## src/rtl/fc_stream_neuron_if.sv

```systemverilog
// Streaming interface for fc_stream_neuron: input beat handshake with
// per-channel weights, per-channel bias and ReLU mode, and the registered
// result handshake.
interface fc_stream_neuron_if #(
    parameter int WIDTH = 8,
    parameter int IN    = 128,
    parameter int OUT   = 4
);
    localparam int ACC_W = 2 * WIDTH + $clog2(IN);
    localparam int Z_W   = ACC_W + 1;
    localparam int IDX_W = $clog2(IN);

    logic                      x_valid;
    logic                      x_ready;
    logic signed [WIDTH-1:0]   x;
    logic signed [WIDTH-1:0]   w [OUT];
    logic signed [2*WIDTH-1:0] bias [OUT];
    logic                      relu_en;
    logic                      z_valid;
    logic                      z_ready;
    logic signed [Z_W-1:0]     z [OUT];
    logic [IDX_W-1:0]          beat_idx;

    // Producer side: feeds beats and consumes results.
    modport master (
        output x_valid, x, w, bias, relu_en, z_ready,
        input  x_ready, z_valid, z, beat_idx
    );

    // Neuron side.
    modport slave (
        input  x_valid, x, w, bias, relu_en, z_ready,
        output x_ready, z_valid, z, beat_idx
    );
endinterface

```

## src/rtl/fc_stream_neuron.sv

```systemverilog
// Time-multiplexed fully-connected neuron block: OUT channels accumulate
// x*w over IN streamed beats through a two-stage MAC pipeline, then add a
// per-channel bias, apply optional ReLU and present the result behind a
// valid/ready handshake.
module fc_stream_neuron #(
    parameter int WIDTH = 8,
    parameter int IN    = 128,
    parameter int OUT   = 4
) (
    input logic               clk,
    input logic               rst,
    fc_stream_neuron_if.slave s
);
    localparam int P_W   = 2 * WIDTH;
    localparam int ACC_W = P_W + $clog2(IN);
    localparam int Z_W   = ACC_W + 1;
    localparam int IDX_W = $clog2(IN);

    typedef enum logic [1:0] {ACCUM, DRAIN, OUTPUT} state_t;

    state_t                  state_q, state_d;
    logic                    cnt_q, cnt_d;
    logic                    accept;
    logic                    last_beat;
    logic                    load;
    logic [IDX_W-1:0]        beat_idx_q;
    logic                    relu_q;
    logic signed [P_W-1:0]   prod_p1 [OUT];
    logic                    vld_p1;
    logic signed [ACC_W-1:0] acc_p2 [OUT];
    logic signed [Z_W-1:0]   z_q [OUT];

    function automatic logic signed [P_W-1:0] sext_in(input logic signed [WIDTH-1:0] v);
        return {{(P_W - WIDTH){v[WIDTH-1]}}, v};
    endfunction

    function automatic logic signed [ACC_W-1:0] sext_prod(input logic signed [P_W-1:0] v);
        return {{(ACC_W - P_W){v[P_W-1]}}, v};
    endfunction

    function automatic logic signed [Z_W-1:0] sext_acc(input logic signed [ACC_W-1:0] v);
        return {v[ACC_W-1], v};
    endfunction

    function automatic logic signed [Z_W-1:0] sext_bias(input logic signed [P_W-1:0] v);
        return {{(Z_W - P_W){v[P_W-1]}}, v};
    endfunction

    function automatic logic signed [Z_W-1:0] relu(input logic signed [Z_W-1:0] v,
                                                   input logic              en);
        return (en && v[Z_W-1]) ? '0 : v;
    endfunction

    // Handshake and load strobes decode from registered state only, so no
    // combinational path runs from x_valid/z_ready to x_ready/z_valid.
    assign accept     = s.x_valid && (state_q == ACCUM);
    assign last_beat  = (beat_idx_q == IDX_W'(IN - 1));
    assign load       = (state_q == DRAIN) && cnt_q;
    assign s.x_ready  = (state_q == ACCUM);
    assign s.z_valid  = (state_q == OUTPUT);
    assign s.beat_idx = beat_idx_q;
    assign s.z        = z_q;

    // State and drain-counter register.
    always_ff @(posedge clk or posedge rst) begin
        if (rst) begin
            state_q <= ACCUM;
            cnt_q   <= 1'b0;
        end else begin
            state_q <= state_d;
            cnt_q   <= cnt_d;
        end
    end

    // Next-state logic; DRAIN holds two cycles so both MAC stages retire.
    always_comb begin
        state_d = state_q;
        cnt_d   = cnt_q;
        case (state_q)
            ACCUM: begin
                if (accept && last_beat) begin
                    state_d = DRAIN;
                    cnt_d   = 1'b0;
                end
            end
            DRAIN: begin
                if (cnt_q) begin
                    state_d = OUTPUT;
                    cnt_d   = 1'b0;
                end else begin
                    cnt_d = 1'b1;
                end
            end
            OUTPUT: begin
                if (s.z_ready) state_d = ACCUM;
            end
            default: begin
                state_d = ACCUM;
                cnt_d   = 1'b0;
            end
        endcase
    end

    // Beat index and frame ReLU mode, captured on beat 0.
    always_ff @(posedge clk or posedge rst) begin
        if (rst) begin
            beat_idx_q <= '0;
            relu_q     <= 1'b0;
        end else if (accept) begin
            beat_idx_q <= last_beat ? '0 : beat_idx_q + 1'b1;
            if (beat_idx_q == '0) relu_q <= s.relu_en;
        end
    end

    // Stage 1: per-channel product of the accepted beat.
    always_ff @(posedge clk or posedge rst) begin
        if (rst) begin
            vld_p1 <= 1'b0;
            for (int c = 0; c < OUT; c++) prod_p1[c] <= '0;
        end else begin
            vld_p1 <= accept;
            if (accept) begin
                for (int c = 0; c < OUT; c++) prod_p1[c] <= sext_in(s.x) * sext_in(s.w[c]);
            end
        end
    end

    // Stage 2: accumulate, then bias/ReLU into the output register at load.
    always_ff @(posedge clk or posedge rst) begin
        if (rst) begin
            for (int c = 0; c < OUT; c++) begin
                acc_p2[c] <= '0;
                z_q[c]    <= '0;
            end
        end else begin
            for (int c = 0; c < OUT; c++) begin
                if (load) begin
                    z_q[c]    <= relu(sext_acc(acc_p2[c]) + sext_bias(s.bias[c]), relu_q);
                    acc_p2[c] <= '0;
                end else if (vld_p1) begin
                    acc_p2[c] <= acc_p2[c] + sext_prod(prod_p1[c]);
                end
            end
        end
    end
endmodule

```

## src/flat_wrapper.sv

```systemverilog
// flat-port wrapper written by rule: the top's interface ports become plain ports
module fc_stream_neuron_flat 
#(
    parameter int WIDTH = 8,
    parameter int IN    = 128,
    parameter int OUT   = 4
)
  (clk, rst, s_x_valid, s_x, s_w, s_bias, s_relu_en, s_z_ready, s_x_ready, s_z_valid, s_z, s_beat_idx);
  fc_stream_neuron_if #(.WIDTH(WIDTH), .IN(IN), .OUT(OUT)) s_i ();
  input logic clk;
  input logic rst;
  input wire logic [$bits(s_i.x_valid)-1:0] s_x_valid;
  input wire logic [$bits(s_i.x)-1:0] s_x;
  input wire logic [$bits(s_i.w)-1:0] s_w;
  input wire logic [$bits(s_i.bias)-1:0] s_bias;
  input wire logic [$bits(s_i.relu_en)-1:0] s_relu_en;
  input wire logic [$bits(s_i.z_ready)-1:0] s_z_ready;
  output wire logic [$bits(s_i.x_ready)-1:0] s_x_ready;
  output wire logic [$bits(s_i.z_valid)-1:0] s_z_valid;
  output wire logic [$bits(s_i.z)-1:0] s_z;
  output wire logic [$bits(s_i.beat_idx)-1:0] s_beat_idx;
  assign s_i.x_valid = s_x_valid;
  assign s_i.x = s_x;
  assign s_i.w = {>>{s_w}};
  assign s_i.bias = {>>{s_bias}};
  assign s_i.relu_en = s_relu_en;
  assign s_i.z_ready = s_z_ready;
  assign s_x_ready = s_i.x_ready;
  assign s_z_valid = s_i.z_valid;
  assign s_z = {>>{s_i.z}};
  assign s_beat_idx = s_i.beat_idx;
  fc_stream_neuron #(.WIDTH(WIDTH), .IN(IN), .OUT(OUT)) u_core (.clk(clk), .rst(rst), .s(s_i));
endmodule
```

## config.mk

```make
export PLATFORM = sky130hd
export DESIGN_NAME = fc_stream_neuron_flat
export DESIGN_NICKNAME = d
export VERILOG_FILES = /design/src/rtl/fc_stream_neuron_if.sv /design/src/rtl/fc_stream_neuron.sv /design/src/flat_wrapper.sv
export SDC_FILE = /design/constraint.sdc
export NUM_CORES = 2
export LEC_CHECK = 0
export BUFFER_PORTS_ARGS = -buffer_cell sky130_fd_sc_hd__buf_2
export CORE_MARGIN = 4
export CORE_UTILIZATION = 40
export CTS_CLUSTER_DIAMETER = 120
export DETAILED_ROUTE_END_ITERATION = 12
export SYNTH_ARGS = -nofsm -noshare
export SYNTH_HDL_FRONTEND = slang
export SYNTH_SLANG_ARGS = --single-unit
```

## constraint.sdc

```tcl
create_clock -name clk -period 6.54 [get_ports clk]
set_input_delay 0 -clock clk [delete_from_list [all_inputs] [get_ports clk]]
set_output_delay 0 -clock clk [all_outputs]
set_load 0.02 [all_outputs]
```

=== Word-level counts from Yosys, hierarchy flattened ===
Index checks and enable logic that the tools add are counted.
Widths: inputs -> output; s select.

* Input port bits: 109
* Output and inout bits: 105
* Flip-flop bits (word level): 264
* Logic and storage cells: 70

* Bitwise operators: 1
* Eq/ne operators: 6
* Multiply operators: 4
* Muxes and demuxes: 20
* Add/subtract/negate cells: 9
* Reductions and logical operators: 13

{| class="wikitable"
|+ Operators with widths
! kind !! count
|-
| $mux 23 || 8
|-
| $add 23x16->24 || 4
|-
| $mux 24 || 4
|-
| $add 23x16->23 || 4
|-
| $mul 8x8->16 || 4
|-
| $add 7x1->7 const B || 1
|-
| $eq 7x7->1 const B || 1
|-
| $logic_and 1x1->1 || 7
|-
| $logic_not 7->1 || 1
|-
| $mux 7 || 1
|-
| $mux 2 || 3
|-
| $pmux 2 s3 || 1
|-
| $ne 2x1->1 const B || 2
|-
| $reduce_and 2->1 || 2
|-
| $pmux 1 s3 || 1
|-
| $reduce_and 3->1 || 1
|-
| $eq 2x1->1 const B || 1
|-
| $eq 2x2->1 const B || 1
|-
| $logic_not 2->1 || 1
|-
| $mux 1 || 2
|-
| $ne 2x2->1 const B || 1
|-
| $reduce_bool 2->1 || 1
|-
| $not 1->1 || 1
|}

=== Longest topological paths before layout ===
* Depth in word-level cells: 5
* Gate-level depth with buffers: 20
* Mapped depth without buffers: 19

=== Worst setup path before layout ===
Ideal clock, no wire load.

* Path type: in2reg
* Start: input s_x[7]
* End: register u_core.prod_p1[62] (netlist name)
* Required time: 6.409 ns
* Arrival: 3.974 ns
* Path slack: 2.435 ns
* Path buffers: 1
* Library setup time: 0.131 ns
* Stages on the path: 19
* Cell sequence: clkbuf_1 -> and2_1 -> fa_1 -> inv_1 -> fa_1 -> inv_1 -> fa_1 -> inv_1 -> fa_1 -> inv_1 -> ha_1 -> o21ai_0 -> a21boi_0 -> o21ai_0 -> a21boi_0 -> o21ai_0 -> a21boi_0 -> or3_1 -> nand3_1

* Cells in the longest elaborated chain, start to end: 1

{| class="wikitable"
|+ Ends and longest elaborated chain
! item !! line !! text
|-
| from (decl) || flat_wrapper.sv:13 || <nowiki>input wire logic [$bits(s_i.x)-1:0] s_x;</nowiki>
|-
| $mul 8x8->16 || fc_stream_neuron.sv:123 || <nowiki>for (int c = 0; c < OUT; c++) prod_p1[c] <= sext_in(s.x) * sext_in(s.w[c]);</nowiki>
|-
| to (decl) || fc_stream_neuron.sv:28 || <nowiki>logic signed [P_W-1:0] prod_p1 [OUT];</nowiki>
|}

Every way passes these cells.
A chain may end at the register's enable or synchronous reset.

=== Worst setup path after layout ===
* Start: input s_w[16]
* End: register u_core.prod_p1[46] (netlist name)

* Cells in the longest elaborated chain, start to end: 1

{| class="wikitable"
|+ Ends and longest elaborated chain
! item !! line !! text
|-
| from (decl) || flat_wrapper.sv:14 || <nowiki>input wire logic [$bits(s_i.w)-1:0] s_w;</nowiki>
|-
| $mul 8x8->16 || fc_stream_neuron.sv:123 ||
|}

Every way passes these cells.

==> Implementation_results.wiki <==
{| class="wikitable"
! Metric !! Value
|-
| Remaining antenna violation count || 0
|-
| Core Box Area || 68830 um2
|-
| Clock sink count || 264
|-
| Multiplexer fraction of the synthesized cell area || 1.823%
|-
| Total standard cell area after synthesis || 27870 um2
|-
| Standard-cell rows || 96
|-
| Number of max-capacitance violations reported || 0
|-
| Final cycle utilization of the critical path || 68.96%
|-
| Kind of launch point of the worst setup path || input pin
|-
| Result of the run || finished, final reports clean
|-
| Crit path max fanout || 8
|-
| Maximum achievable frequency || 221.7 MHz
|-
| Routability congestion estimate from global placement || 0.8309
|-
| Final Net Count || 3962
|-
| Detailed-placement wirelength estimate || 53300 um
|-
| WL per Instance || 15.99 um
|-
| Total clock buffers created by CTS || 31
|-
| Clock insertion delay at the later pin of the skew report || 0.59 ns
|-
| Synthesized net count || 3733
|-
| Utilization after layout || 45.79%
|-
| Most common library cell in the layout ignoring fill and taps || sky130_fd_sc_hd__inv_1
|-
| Maximum clock path buffer count || 3
|-
| Number of standard cells after synthesis || 3098
|-
| Total number of vias || 21.76k
|-
| Worst-case register-to-register setup slack || 3.07 ns
|-
| Total power consumption of the routed design || 14.15 mW
|-
| Total negative slack || 0 ns
|-
| Clock edge transition at the registers on the reported setup and hold paths || 0.06 ns
|-
| H-Tree Level Count || 1
|-
| Total power per unit cell area || 449.0 nW/um2
|-
| Cell type of the slowest stage on the worst timing path || sky130_fd_sc_hd__dlygate4sd3_1
|-
| Chip Height || 271.9 um
|-
| Boundary pin count || 214
|-
| Gates resized, CTS repair || 0
|-
| Share of the yosys chip area belonging to registers || 23.71%
|-
| Count of placed standard cells in the final layout, fillers left out || 4282
|-
| First-pass GRT wire length || 115400 um
|-
| Adder-Cell Fraction of Synth Area || 29.76%
|-
| Routed Wire Length || 68470 um
|-
| Master cell of the clock root buffer || sky130_fd_sc_hd__clkbuf_16
|-
| Vias in the first global route || 21.76k
|-
| Share of layout cells above drive strength 1 || 9.197%
|-
| Overall die width || 271.9 um
|-
| Hold Worst Slack || 0.03522 ns
|-
| Pin count of the biggest net entering global routing || 126
|-
| Netlist cell types || 79
|-
| Tightest Hold Check Type || input pin to async pin
|-
| Total count of hold-check failures in the final report || 0
|-
| Data required time at the worst endpoint || 6.99 ns
|-
| Count of pins over their slew limit || 0
|-
| Sum of overflow across all layers after global routing || 0
|-
| Post-route worst setup slack || 2.030 ns
|-
| Final non-filler cell area || 31520 um2
|-
| Antenna violations before repair || 3
|-
| Total GRT Usage || 18.69%
|-
| Clock Skew || 0.01373 ns
|-
| Mapped Avg Cell Area || 8.995 um2
|-
| Effective utilization at floorplan || 40.49%
|-
| Static power due to leakage || 15.52 nW
|-
| XOR/XNOR Fraction of Synth Area || 5.626%
|-
| Detailed router's first-iteration violation count || 1254
|-
| Worst path max stage delay || 0.56 ns
|-
| Reg-to-Reg Start || u_core.acc_p2[48]$_DFFE_PP0P_
|-
| Area of the die || 73950 um2
|-
| Number of placed instances, taps included || 4161
|-
| Most frequent cells in the layout || 383 x sky130_fd_sc_hd__inv_1, 307 x sky130_fd_sc_hd__nand2_1, 298 x sky130_fd_sc_hd__ha_1
|-
| Reg2Reg Capture Point || u_core.s.z[62]$_DFFE_PP0P_
|-
| Worst Setup Slack post-DPL || 1.794 ns
|-
| Quantity of I/O buffers inserted on ports || 213
|-
| Share of synthesized cell area in and, or, nand and nor gates || 16.00%
|-
| Filler Cell Count || 6770
|-
| CTS tree || yes
|-
| Most used flip-flop cell after synthesis || sky130_fd_sc_hd__dfrtp_1
|-
| Area fraction in compound gates after synthesis || 16.56%
|-
| Shortest clock period the worst path allows after layout || 4.510 ns
|-
| Avg Vias per Cell || 5.082
|-
| Critical path start-end classification || input pin to register
|-
| Fraction of registers with async set or reset after synthesis || 100.0%
|-
| Crit. End Element || register
|-
| EDFF count, synth || 0
|-
| DR pass1 iterations || 5
|-
| Dominant combinational cell family by area after synthesis || adder cells
|-
| Setup repair after global routing missed its margin || false
|-
| FF+latch count, synth || 264
|-
| Slew headroom || 32.51%
|-
| Final-report setup violation count || 0
|-
| Area after detailed placement || 29850 um2
|-
| Layout overhead on the synthesized area || 13.11%
|-
| Residual DRC || 0
|-
| Highest ir drop seen on vdd || 0.2744 mV
|-
| Worst-path cell chain || dlygate4sd3_1 -> buf_2 -> and2_1 -> fa_1 -> inv_1 -> fa_1 -> inv_1 -> fa_1 -> inv_1 -> fa_1 -> inv_1 -> ha_1 -> o21ai_0 -> a21boi_0 -> o21ai_0 -> a21boi_0 -> o21ai_0 -> a21boi_0 -> or3_1 -> nand3_1
|-
| Worst Path Arrival || 4.96 ns
|-
| Actual slew at the worst max-slew pin || 1.012 ns
|-
| Total number of yosys warnings || 0
|-
| Reg2Reg Depth || 10
|}
[power breakdown]
group          internal, mW  switching [mW]  total, mW  leakage [nW]
combinational          4.32            5.25       9.57          11.9
sequential             2.16           0.649       2.81          3.12
clock                  1.05           0.722       1.77         0.507
[registers in the layout, indices dropped and copies added, names as in the netlist]
register,count
u_core.acc_p2,92
u_core.cnt_q,1
u_core.prod_p1,64
u_core.relu_q,1
u_core.s.beat_idx,7
u_core.s.z,96
u_core.state_q,2
u_core.vld_p1,1
[critical path: cells and delay by family]
kind                     cells  cell delay, ns
buffers and inverters        6            0.95
AND/OR/NAND/NOR              3            0.42
AO/OA/AOI/OAI                6            1.27
adder cells (fa/ha/maj)      5            2.30
[layer usage]
| metal | global-route usage [%] | vias up | part of all wire, % |
|---|---|---|---|
| met5 | 0 | - | 0 |
| met3 | 1.956 | 38 | 4.3 |
| met4 | 2.587 | 0 | 1.1 |
| met2 | 28.65 | 381 | 42 |
| li1 | - | 10980 | - |
| met1 | 29.14 | 10360 | 52 |
[layout make-up]
cell class	instances	area (um2)	share of cell area, %
clock inverters	12	145.1	0.4605
repair buffers	289	1809	5.740
multi-input cells	2355	19450	61.71
clock buffers	43	880.8	2.795
inverters	386	1453	4.609
well taps	931	1165	3.696
flip-flops and latches	264	6610	20.97
diodes	2	5.005	0.01588
[cell families after synthesis]
family / after synthesis
and+or+nand+nor: 917
AOI/OAI and AO/OA: 683
adders and majority gates: 526
buffers and inverters: 479
DFF: 264
xor gates and xnor gates: 179
muxes: 50
[how the worst max path moves through the flow]
stage	startpoint	to	slack, ns	depth (start not counted)
floorplan	s_x[7]	u_core.prod_p1[62]$_DFFE_PP0P_	2.43	19
global placement	s_x[2]	u_core.prod_p1[14]$_DFFE_PP0P_	1.88	18
detailed placement	s_x[2]	u_core.prod_p1[14]$_DFFE_PP0P_	1.79	18
CTS	s_w[0]	u_core.prod_p1[14]$_DFFE_PP0P_	2.08	20
global route	s_w[16]	u_core.prod_p1[46]$_DFFE_PP0P_	1.71	20
finish	s_w[16]	u_core.prod_p1[46]$_DFFE_PP0P_	2.03	20
[cell usage after synthesis, types with 5 or more instances]
cell type / count / share of area, %
sky130_fd_sc_hd__nand2_1: 308 / 4.1
sky130_fd_sc_hd__ha_1: 298 / 13
sky130_fd_sc_hd__o2111ai_1: 8 / 0.25
sky130_fd_sc_hd__o41ai_1: 9 / 0.28
sky130_fd_sc_hd__or3_1: 17 / 0.38
sky130_fd_sc_hd__xnor2_1: 128 / 4.0
sky130_fd_sc_hd__nor3b_1: 6 / 0.16
sky130_fd_sc_hd__nand2b_1: 28 / 0.63
sky130_fd_sc_hd__fa_1: 228 / 16
sky130_fd_sc_hd__buf_1: 8 / 0.11
sky130_fd_sc_hd__a21o_1: 77 / 2.1
sky130_fd_sc_hd__mux2_2: 6 / 0.24
sky130_fd_sc_hd__nor4_1: 8 / 0.18
sky130_fd_sc_hd__or2_2: 5 / 0.11
sky130_fd_sc_hd__inv_1: 386 / 5.2
sky130_fd_sc_hd__nor2_1: 171 / 2.3
sky130_fd_sc_hd__o211ai_1: 10 / 0.27
sky130_fd_sc_hd__a21boi_0: 16 / 0.43
sky130_fd_sc_hd__o21ai_0: 128 / 2.3
sky130_fd_sc_hd__clkbuf_1: 79 / 1.1
sky130_fd_sc_hd__a31oi_1: 17 / 0.38
sky130_fd_sc_hd__nand3_1: 45 / 0.81
sky130_fd_sc_hd__a21oi_1: 155 / 2.8
sky130_fd_sc_hd__and2_1: 165 / 3.7
sky130_fd_sc_hd__o21bai_1: 21 / 0.57
sky130_fd_sc_hd__mux2i_1: 44 / 1.6
sky130_fd_sc_hd__nor3_1: 60 / 1.1
sky130_fd_sc_hd__and3_1: 18 / 0.40
sky130_fd_sc_hd__and4_1: 5 / 0.16
sky130_fd_sc_hd__o21a_1: 40 / 1.1
sky130_fd_sc_hd__or4_1: 5 / 0.13
sky130_fd_sc_hd__nand4_1: 10 / 0.22
sky130_fd_sc_hd__a22o_1: 69 / 2.2
sky130_fd_sc_hd__a211o_1: 5 / 0.16
sky130_fd_sc_hd__dfrtp_1: 264 / 24
sky130_fd_sc_hd__o31ai_1: 38 / 1.0
sky130_fd_sc_hd__nor2b_1: 55 / 1.2
sky130_fd_sc_hd__xor2_1: 51 / 1.6
sky130_fd_sc_hd__a211oi_1: 16 / 0.43
sky130_fd_sc_hd__o22ai_1: 12 / 0.27
[timing repair]
item / CTS / global route
hold buffers: 64 / 0
endpoints found under the hold margin: 77 / 0
setup buffers: 0 / 0
(Power assumes the default switching activity.)
